==> src/rtl/task_pkg.sv <==
// task_pkg: shared state encoding and timing constants for the mission sequencer
package task_pkg;
  typedef enum logic [1:0] {
    IDLE    = 2'd0,
    FORWARD = 2'd1,
    PAUSE   = 2'd2,
    DONE    = 2'd3
  } state_t;
  localparam int FORWARD_TICKS_DEF = 5;
  localparam int PAUSE_TICKS_DEF = 2;
  localparam int DIV_PERIOD_SIM = 100;
  localparam int DIV_PERIOD_BOARD = 65_000_000;
endpackage

==> src/rtl/task_manager_core.sv <==
// task_manager_core: timed forward/pause/done mission sequencer paced by a 1 Hz strobe
module task_manager_core
  import task_pkg::*;
#(
  parameter int FORWARD_TICKS = FORWARD_TICKS_DEF,
  parameter int PAUSE_TICKS = PAUSE_TICKS_DEF
) (
  input  logic       clk,
  input  logic       reset,
  input  logic       start,
  input  logic       oneHz_enable,
  output logic       enable_forward,
  output logic [1:0] state
);
  localparam int MAX_TICKS = FORWARD_TICKS > PAUSE_TICKS ? FORWARD_TICKS : PAUSE_TICKS;
  localparam int CW = $clog2(MAX_TICKS + 1);
  localparam logic [CW-1:0] F_LAST = CW'(FORWARD_TICKS - 1);
  localparam logic [CW-1:0] P_LAST = CW'(PAUSE_TICKS - 1);
  if (FORWARD_TICKS < 1 || PAUSE_TICKS < 1) begin : g_bad_ticks
    $error("tick parameters must be at least 1");
  end
  state_t state_r, state_n;
  logic [CW-1:0] cnt, cnt_n;
  logic counting, last;
  // start restarts only from IDLE/DONE; strobes count only in FORWARD/PAUSE
  always_comb begin
    counting = (state_r == FORWARD) || (state_r == PAUSE);
    last = (state_r == FORWARD) ? cnt == F_LAST : cnt == P_LAST;
    state_n = state_r;
    cnt_n = cnt;
    if (!counting && start) begin
      state_n = FORWARD;
      cnt_n = '0;
    end else if (counting && oneHz_enable) begin
      state_n = last ? ((state_r == FORWARD) ? PAUSE : DONE) : state_r;
      cnt_n = last ? '0 : cnt + 1'b1;
    end
  end
  always_ff @(posedge clk or negedge reset) begin
    if (!reset) begin
      state_r <= IDLE;
      cnt <= '0;
    end else begin
      state_r <= state_n;
      cnt <= cnt_n;
    end
  end
  assign state = state_r;
  assign enable_forward = state_r == FORWARD;
endmodule

==> config.mk <==
export PLATFORM = sky130hd
export DESIGN_NAME = task_manager_core
export DESIGN_NICKNAME = d
export VERILOG_FILES = /design/src/rtl/task_pkg.sv /design/src/rtl/task_manager_core.sv
export SDC_FILE = /design/constraint.sdc
export NUM_CORES = 1
export LEC_CHECK = 0
export BUFFER_PORTS_ARGS = -buffer_cell sky130_fd_sc_hd__clkbuf_2
export CELL_PAD_IN_SITES_DETAIL_PLACEMENT = 0
export CELL_PAD_IN_SITES_GLOBAL_PLACEMENT = 2
export CORE_AREA = 3 3 40 42
export DETAILED_ROUTE_END_ITERATION = 8
export DIE_AREA = 0 0 43 45
export GPL_ROUTABILITY_DRIVEN = 1
export GPL_TIMING_DRIVEN = 0
export HOLD_SLACK_MARGIN = 0.08
export PLACE_DENSITY = 0.56
export SETUP_SLACK_MARGIN = 0.2
export SYNTH_ARGS = -nofsm -noshare
export SYNTH_HDL_FRONTEND = slang
export SYNTH_SLANG_ARGS = --single-unit
==> constraint.sdc <==
create_clock -name clk -period 3.6 [get_ports clk]
set_clock_uncertainty 0.1 [all_clocks]
set_input_delay 0.36 -clock clk [delete_from_list [all_inputs] [get_ports clk]]
set_output_delay 0.36 -clock clk [all_outputs]
set_load 0.05 [all_outputs]
# After elaboration in Yosys (flattened, before gate mapping)
# Index checks and enable logic that the tools add are counted.
# word_totals
regBits,5
input_bits,4
output_inout_bits,3
# classes
n_addsub,1
n_eq_ne,4
mux,8
n_reduce_logical,7
# op_table
operator,n
$mux 3,3
$mux 2,3
$reduce_bool 2->1,2
$add 3x1->3 const B,1
$eq 3x1->1 const B,1
$eq 3x3->1 const B,1
$eq 2x1->1 const B,1
$eq 2x2->1 const B,1
$logic_and 1x1->1,2
$mux 1,2
$reduce_and 2->1,1
$logic_not 1->1,1
$logic_or 1x1->1,1

# Logic depth before layout (Yosys ltp)
# Gate-level depths: netlist of the first run.
# logic_depth
depth_word,6
ltp_mapped,5
depth_no_buf,5

# Worst setup path before layout of the first run
# Ideal clock, no wire load.
# synth_path
path_type,register to register
startpoint,register state_r[1] (netlist: state[1])
endpoint,register state_r[0] (netlist: state[0])
arrival_ps,2049
slack_ps,1365
path_stages_with_launch,6
path_buffers,0
synth_period_minus_slack_ps,2235
path_cell_list,dfrtp_1 -> inv_1 -> ha_1 -> or3b_1 -> a2111o_1 -> o211ai_1
# synth_via
elab_chain_cells,6
elab_cells_between_ends,14
cone_classes,eq/ne (2); mux (5); reduce/logical (7)
# synth_rtl
element,line,source
from (decl),task_manager_core.sv:22,"state_t state_r, state_n;"
from (signal assigned),task_manager_core.sv:44,state_r <= state_n;
$eq 2x1->1 *,-,
net enable_forward,task_manager_core.sv:12,"output logic enable_forward,"
$logic_or 1x1->1,task_manager_core.sv:27,counting = (state_r == FORWARD) || (state_r == PAUSE);
$logic_not 1->1,task_manager_core.sv:31,if (!counting && start) begin
$logic_and 1x1->1,task_manager_core.sv:31,
$reduce_bool 2->1 (no source line),-,
$reduce_and 2->1 (no source line),-,
# Mark *: on every way through the listed nets, which the timed path passes. The rest lies on a longest branch. The select of a mux whose other input is x is not followed.
# A chain may end at the register's enable or synchronous reset.

# Worst setup path after layout of the first run
# layout_path
startpoint,register state_r[0] (netlist: state[0])
endpoint,register state_r[0] (netlist: state[0])
# layout_via
elab_chain_cells,6
elab_cells_between_ends,14
cone_classes,eq/ne (2); mux (5); reduce/logical (7)
# layout_rtl
element,line
$eq 2x1->1 / $eq 2x2->1 (equally long branches),"task_manager_core.sv:27, task_manager_core.sv:28, task_manager_core.sv:35"
$logic_or 1x1->1,task_manager_core.sv:27
$logic_not 1->1,task_manager_core.sv:31
$logic_and 1x1->1,task_manager_core.sv:31
$reduce_bool 2->1 (no source line),-
$reduce_and 2->1 (no source line),-
# Parallel ways exist; a longest one is shown, timed or not. The select of a mux whose other input is x is not followed.

==> key figures, run 1 <==
Place
  – Placed Area: 374 um^2
  – Hpwl dp: 529 um
  – # port buffers: 6
  – Placer Congestion: 0.606
  – Setup WS pre-CTS: 1.78 ns

Final layout
  – Final instance area: 410 um^2
  – Util after Layout: 0.319
  – Area of the multi-input gates: 196 um^2
  – Layout cells sized above 1: 0.300
  – FILL cells: 146
  – Area Overhead vs Synth: 26.2%
  – Ant. Diodes: 0
  – Reg area: 125 um^2
  – Most frequent cells in the layout: 6 x clkbuf_2, 5 x dfrtp_1, 3 x ha_1, 3 x clkbuf_4
  – Commonest non-fill, non-tap cell in the layout: clkbuf_2
  – Nets: 48

Run status
  – Outcome: finished, final reports clean

Die
  – Die height: 45 um
  – Die W: 43 um
  – Ports: 7
  – Core box area: 1280 um^2
  – Die area: 1940 um^2
  – Initial Util: 0.253
  – FP Rows: 13

Routing
  – Top sig layer: met4
  – DRT met1 WL: 272 um
  – WL met3: 23 um
  – DR vias/cell: 5.20
  – Vias: 286
  – Post-DRT Antenna Nets: 0
  – Met2 wire length: 309 um
  – Pre-Repair DR Iteration Count: 2
  – Drt total wl: 631 um
  – Initial DRC count: 4
  – Drt drc: 0
  – Wire length per cell: 11.5 um

Synth
  – Post-synth net total: 36
  – Gate Count Post-Synth: 29
  – Synth top area cells: dfrtp_1 38%, ha_1 12%, a32o_1 6.2%
  – Top cell type's share of synthesized area: 0.385
  – Synth unique cells: 21
  – Post-Synthesis Mean Instance Area: 11.2 um^2
  – Sequential area share after synthesis: 0.385
  – Synth Warn #: 0
  – Register bit total from synthesis: 5
  – Dominant cell type by area after synthesis: dfrtp_1
  – Post-Synthesis Cell Area: 325 um^2

Worst setup path
  – Delay of the slowest critical-path stage: 0.41 ns
  – CP top delay family: compound AO/OA/AOI/OAI gates
  – Crit. End Element: register
  – WP data arrival: 1.83 ns
  – Crit path buf inv count: 0
  – CP Data Required Time: 3.60 ns
  – CP max FO: 6
  – Critical Path Start Type: register
  – Slowest-stage cell, CP: or3b_1
  – CP Class: reg -> reg
  – Critical Path, Cell by Cell: ha_1, or3b_1, a211oi_1, o211ai_1

Pwr
  – Leak: 0.192 nW
  – Pwr dens: 981 nW/um^2
  – Peak VDD IR: 0.401 mV

Clock network
  – Worst skew pair latency: 0.24 ns
  – Cts bufs inserted: 3
  – CTS Root Cell: clkbuf_4
  – Post CTS Setup Buffer Count: 0
  – Bufs on Longest Clock Path: 2
  – Post-cts repair resize count: 0
  – Clk slew on worst S/H paths: 0.04 ns
  – CTS sink count: 5
  – H-Tree Depth: 1
  – CTS tree: done

Timing
  – Fin. max-slew vios: 0
  – Final Hold Viols: 0
  – Final setup viols: 0
  – Min Tclk post-route: 1.83 ns
  – Final Cycle Share: 0.510
  – Actual slew at the worst max-slew pin: 0.336 ns
  – TNS Setup: 0 ns
  – Fmax: 545 MHz
  – RSZ-0062 raised after global routing: false
  – Final worst slack: 1.77 ns
  – Slew HR: 0.775

Global route
  – Largest net degree at the start of global routing: 9
  – Vias in the first global route: 292
  – First-pass GRT wire length: 1130 um
  – GRT Total Usage: 0.0860
  – Initial antenna violation count: 0
  – Grt total ovfl: 0

Run
  – Max-cap violations: 0

Worst hold path
  – Min-delay worst type: in -> async
power breakdown:
part | switching (mW) | total, mW | internal [mW]
Sequential | 0.0336 | 0.115 | 0.0809
Clock | 0.0210 | 0.0628 | 0.0418
Combinational | 0.140 | 0.225 | 0.0858
Total | 0.194 | 0.403 | 0.208
routing by layer:
| layer | vias to the layer above | global-route usage |
|---|---|---|
| met2 | 9 | 0.138 |
| li1 | 138 | - |
| met1 | 136 | 0.0777 |
| met4 | 0 | 0.0904 |
| met5 | - | 0 |
| met3 | 3 | 0.0398 |
layout make-up:
class,count,share of cell area
inverters,1,0.00915
multi-input cells,23,0.479
clock buffers,4,0.0640
flip-flops and latches,5,0.305
repair buffers,7,0.0976
well taps,15,0.0457
through the flow:
step | instances | power (mW) | hold WS [ns]
global placement | 50 | 0.339 | 0.0767
global route | 55 | 0.442 | 0.370
floorplan | 29 | 0.290 | -0.0356
CTS | 55 | 0.408 | 0.358
finish | 55 | 0.403 | 0.360
detailed placement | 50 | 0.342 | 0.0815
cell usage after synthesis, drive strengths merged:
cell,instances
o21bai,1
dfrtp,5
nand3,1
o211ai,1
ha,3
and4bb,1
a211oi,1
or2,1
a21o,1
nand2b,1
o31ai,1
nor4b,1
a2111o,1
nor3,1
nor2b,1
or3b,1
nand3b,1
nand2,2
inv,1
a32o,2
nor3b,1
flip-flops by register name (all words and copies together) (netlist names):
name	flops
cnt	3
state	2
cell families (layout without fill, tap and decap cells):
group | after synthesis | in the layout | share of synthesized area
compound gates | 8 | 8 | 0.212
fa+ha+maj | 3 | 3 | 0.115
buf+inv | 1 | 12 | 0.0115
flops | 5 | 5 | 0.385
simple gates | 12 | 12 | 0.277
final timing paths:
path                              start  endpoint  slack (ns)  cells past startpoint
setup / recovery               state[0]  state[0]        1.77                      4
hold / removal                    reset  state[0]        0.36                      2
setup reg to reg               state[0]  state[0]        1.77                      4
hold reg to reg                state[1]  state[1]        0.41                      1
max in group asynchronous         reset    cnt[1]        2.91                      2
min in group clk           oneHz_enable    cnt[0]        0.40                      3
repair_timing:
action,in CTS,in global routing
setup endpoints to repair,0,0
hold endpoints to repair,5,0
hold buffers,1,0
Power figures use the tool's default switching activity.
==> inputs of run 2 (changes only) <==
clock period = 1.9 ns   (was 3.6 ns; I/O delays follow)
==> key figures, run 2 (synthesis gave the netlist of run 1 again) <==
Worst setup path
  – CP max FO: 6 (unchanged)
  – Slowest-stage cell, CP: dfrtp_2
  – Crit path buf inv count: 0 (unchanged)
  – Delay of the slowest critical-path stage: 0.44 ns (+0.03 ns)
  – WP data arrival: 1.70 ns (-0.13 ns)
  – R2r endpoint: state[0]
  – Reg2Reg Depth: 4 (unchanged)
  – Critical Path Start Type: register
  – Worst R2R Setup Slack: 0.25 ns (-1.52 ns)
  – Crit. End Element: register
  – CP top delay family: compound AO/OA/AOI/OAI gates
  – CP Data Required Time: 1.95 ns (-1.65 ns)
  – Critical Path, Cell by Cell: ha_4, or3b_4, a2111o_1, o211ai_1
  – CP Class: reg -> reg
  – R2r startpoint: state[0]

Place
  – # port buffers: 6 (unchanged)
  – Placer Congestion: 0.686 (+13%)
  – Hpwl dp: 569 um (+7.6%)
  – Setup WS pre-CTS: 0.194 ns (-1.59 ns)

Run status
  – Outcome: finished, final reports clean

Pwr
  – Cell Int Power: 0.437 mW (+110%)
  – Net switching share of the total power: 0.471 (-0.0118)
  – Power share of the sequential group: 0.281 (-0.003)
  – Combinational power share: 0.573 (+0.013)
  – Leak: 0.198 nW (+3.1%)
  – Peak VDD IR: 0.669 mV (+67%)
  – Pwr dens: 1890 nW/um^2 (+92%)
  – Clock power share: 0.146 (-0.010)
  – P_sw: 0.389 mW (+100%)

Die
  – Die height: 45 um (unchanged)
  – Initial Util: 0.253 (unchanged)
  – Ports: 7 (unchanged)
  – Core box area: 1280 um^2 (unchanged)
  – Die W: 43 um (unchanged)
  – FP Rows: 13 (unchanged)
  – Die area: 1940 um^2 (unchanged)

Global route
  – Largest net degree at the start of global routing: 9 (unchanged)
  – First-pass GRT wire length: 1330 um (+18%)
  – Vias in the first global route: 308 (+5.5%)
  – Grt total ovfl: 0 (unchanged)
  – Initial antenna violation count: 0 (unchanged)
  – GRT Total Usage: 0.101 (+0.0146)

Final layout
  – FILL cells: 138 (-5.5%)
  – Layout cells sized above 1: 0.450 (+0.150)
  – Util after Layout: 0.341 (+0.0214)
  – Nets: 48 (unchanged)
  – Max FFs per register: 3 (unchanged)
  – Most frequent cells in the layout: 6 x clkbuf_2, 3 x clkbuf_4, 3 x dfrtp_1
  – Top reg by flops: cnt
  – Area Overhead vs Synth: 34.6%
  – Ant. Diodes: 0 (unchanged)
  – Commonest non-fill, non-tap cell in the layout: clkbuf_2

Timing
  – Actual slew at the worst max-slew pin: 0.277 ns (-0.0584 ns)
  – Slew HR: 0.816 (+0.0411)
  – Fin. max-slew vios: 0 (unchanged)
  – Hold_ws: 0.183 ns (-0.177 ns)
  – RSZ-0062 raised after global routing: false
  – Fmax: 605 MHz (+11%)
  – Final Cycle Share: 0.870 (+0.360)
  – TNS Setup: 0 ns (unchanged)
  – Min Tclk post-route: 1.65 ns (-0.181 ns)
  – Final worst slack: 0.247 ns (-1.52 ns)
  – Final setup viols: 0 (unchanged)
  – Final Hold Viols: 0 (unchanged)

Routing
  – Drt total wl: 708 um (+12%)
  – Post-DRT Antenna Nets: 0 (unchanged)
  – Drt drc: 0 (unchanged)
  – Pre-Repair DR Iteration Count: 3 (+1)
  – Wire length per cell: 12.9 um (+12%)
  – Initial DRC count: 13 (+9)
  – Vias: 284 (-0.70%)
  – DR vias/cell: 5.16 (-0.70%)

Clock network
  – CTS tree: done
  – CTS Root Cell: clkbuf_4
  – Cts bufs inserted: 3 (unchanged)
  – Bufs on Longest Clock Path: 2 (unchanged)
  – CTS sink count: 5 (unchanged)
  – H-Tree Depth: 1 (unchanged)
  – Worst skew pair latency: 0.24 ns (about the same)
  – Clk slew on worst S/H paths: 0.04 ns (about the same)

Worst hold path
  – Min-delay worst type: in -> reg
  – Hold Crit Start: oneHz_enable
  – Hold EP: cnt[0]
  – Worst Hold Depth: 3

Run
  – Max-cap violations: 0 (unchanged)
-- run 2: cell counts in the layout (fill, tap and decap cells not counted) --
No cell type changed its count.
-- run 2: area by class of cell --
type                    instances  area, um^2  share of cell area
multi-input cells              23         221               0.506
well taps                      15        18.8              0.0429
clock buffers                   4        26.3              0.0600
inverters                       1        3.75             0.00857
repair buffers                  7        40.0              0.0914
flip-flops and latches          5         128               0.291
-- run 2: worst max-delay path by stage --
stage              from       end  slack, ns  depth (start not counted)
6_report       state[0]  state[0]       0.25                          4
5_1_grt        state[0]  state[0]       0.20                          4
4_1_cts        state[0]  state[0]       0.21                          4
3_5_place_dp   state[0]  state[0]       0.19                          4
3_3_place_gp   state[0]  state[0]       0.18                          4
2_1_floorplan  state[1]  state[0]       0.07                          5
-- run 2: tightest hold or removal path, stage by stage --
cell and delay [ns]:
clkbuf_2 0.10, nand2b_4 0.10, o31ai_1 0.08
-- run 2: power groups by stage --
stage	sequential, mW	clock, mW	combinational, mW
floorplan	0.282	0	0.318
global placement	0.230	0	0.453
detailed placement	0.234	0	0.463
CTS	0.234	0.127	0.471
global route	0.245	0.139	0.514
finish	0.232	0.121	0.473
-- run 2: metrics by stage --
stage	cell area (um^2)	total power, mW	instances
2_1_floorplan	345	0.600	29
3_3_place_gp	394	0.683	50
3_5_place_dp	394	0.697	50
4_1_cts	435	0.831	55
5_1_grt	438	0.898	55
6_report	438	0.826	55
-- run 2: per-layer routing --
metal,vias to the layer above,part of all wire,track usage
li1,140,-,-
met1,131,0.45,0.113
met2,9,0.46,0.138
met3,4,0.038,0.0279
met4,0,0.055,0.127
met5,-,0,0
-- run 2: timing repair --
| item | CTS | global route |
|---|---|---|
| gates resized for setup | 1 | 1 |
| buffers inserted | 0 | 0 |
| pin swaps | 0 | 1 |
| endpoints found under the hold margin | 5 | 0 |
| hold buffers | 1 | 0 |
| setup endpoints to repair | 1 | 1 |
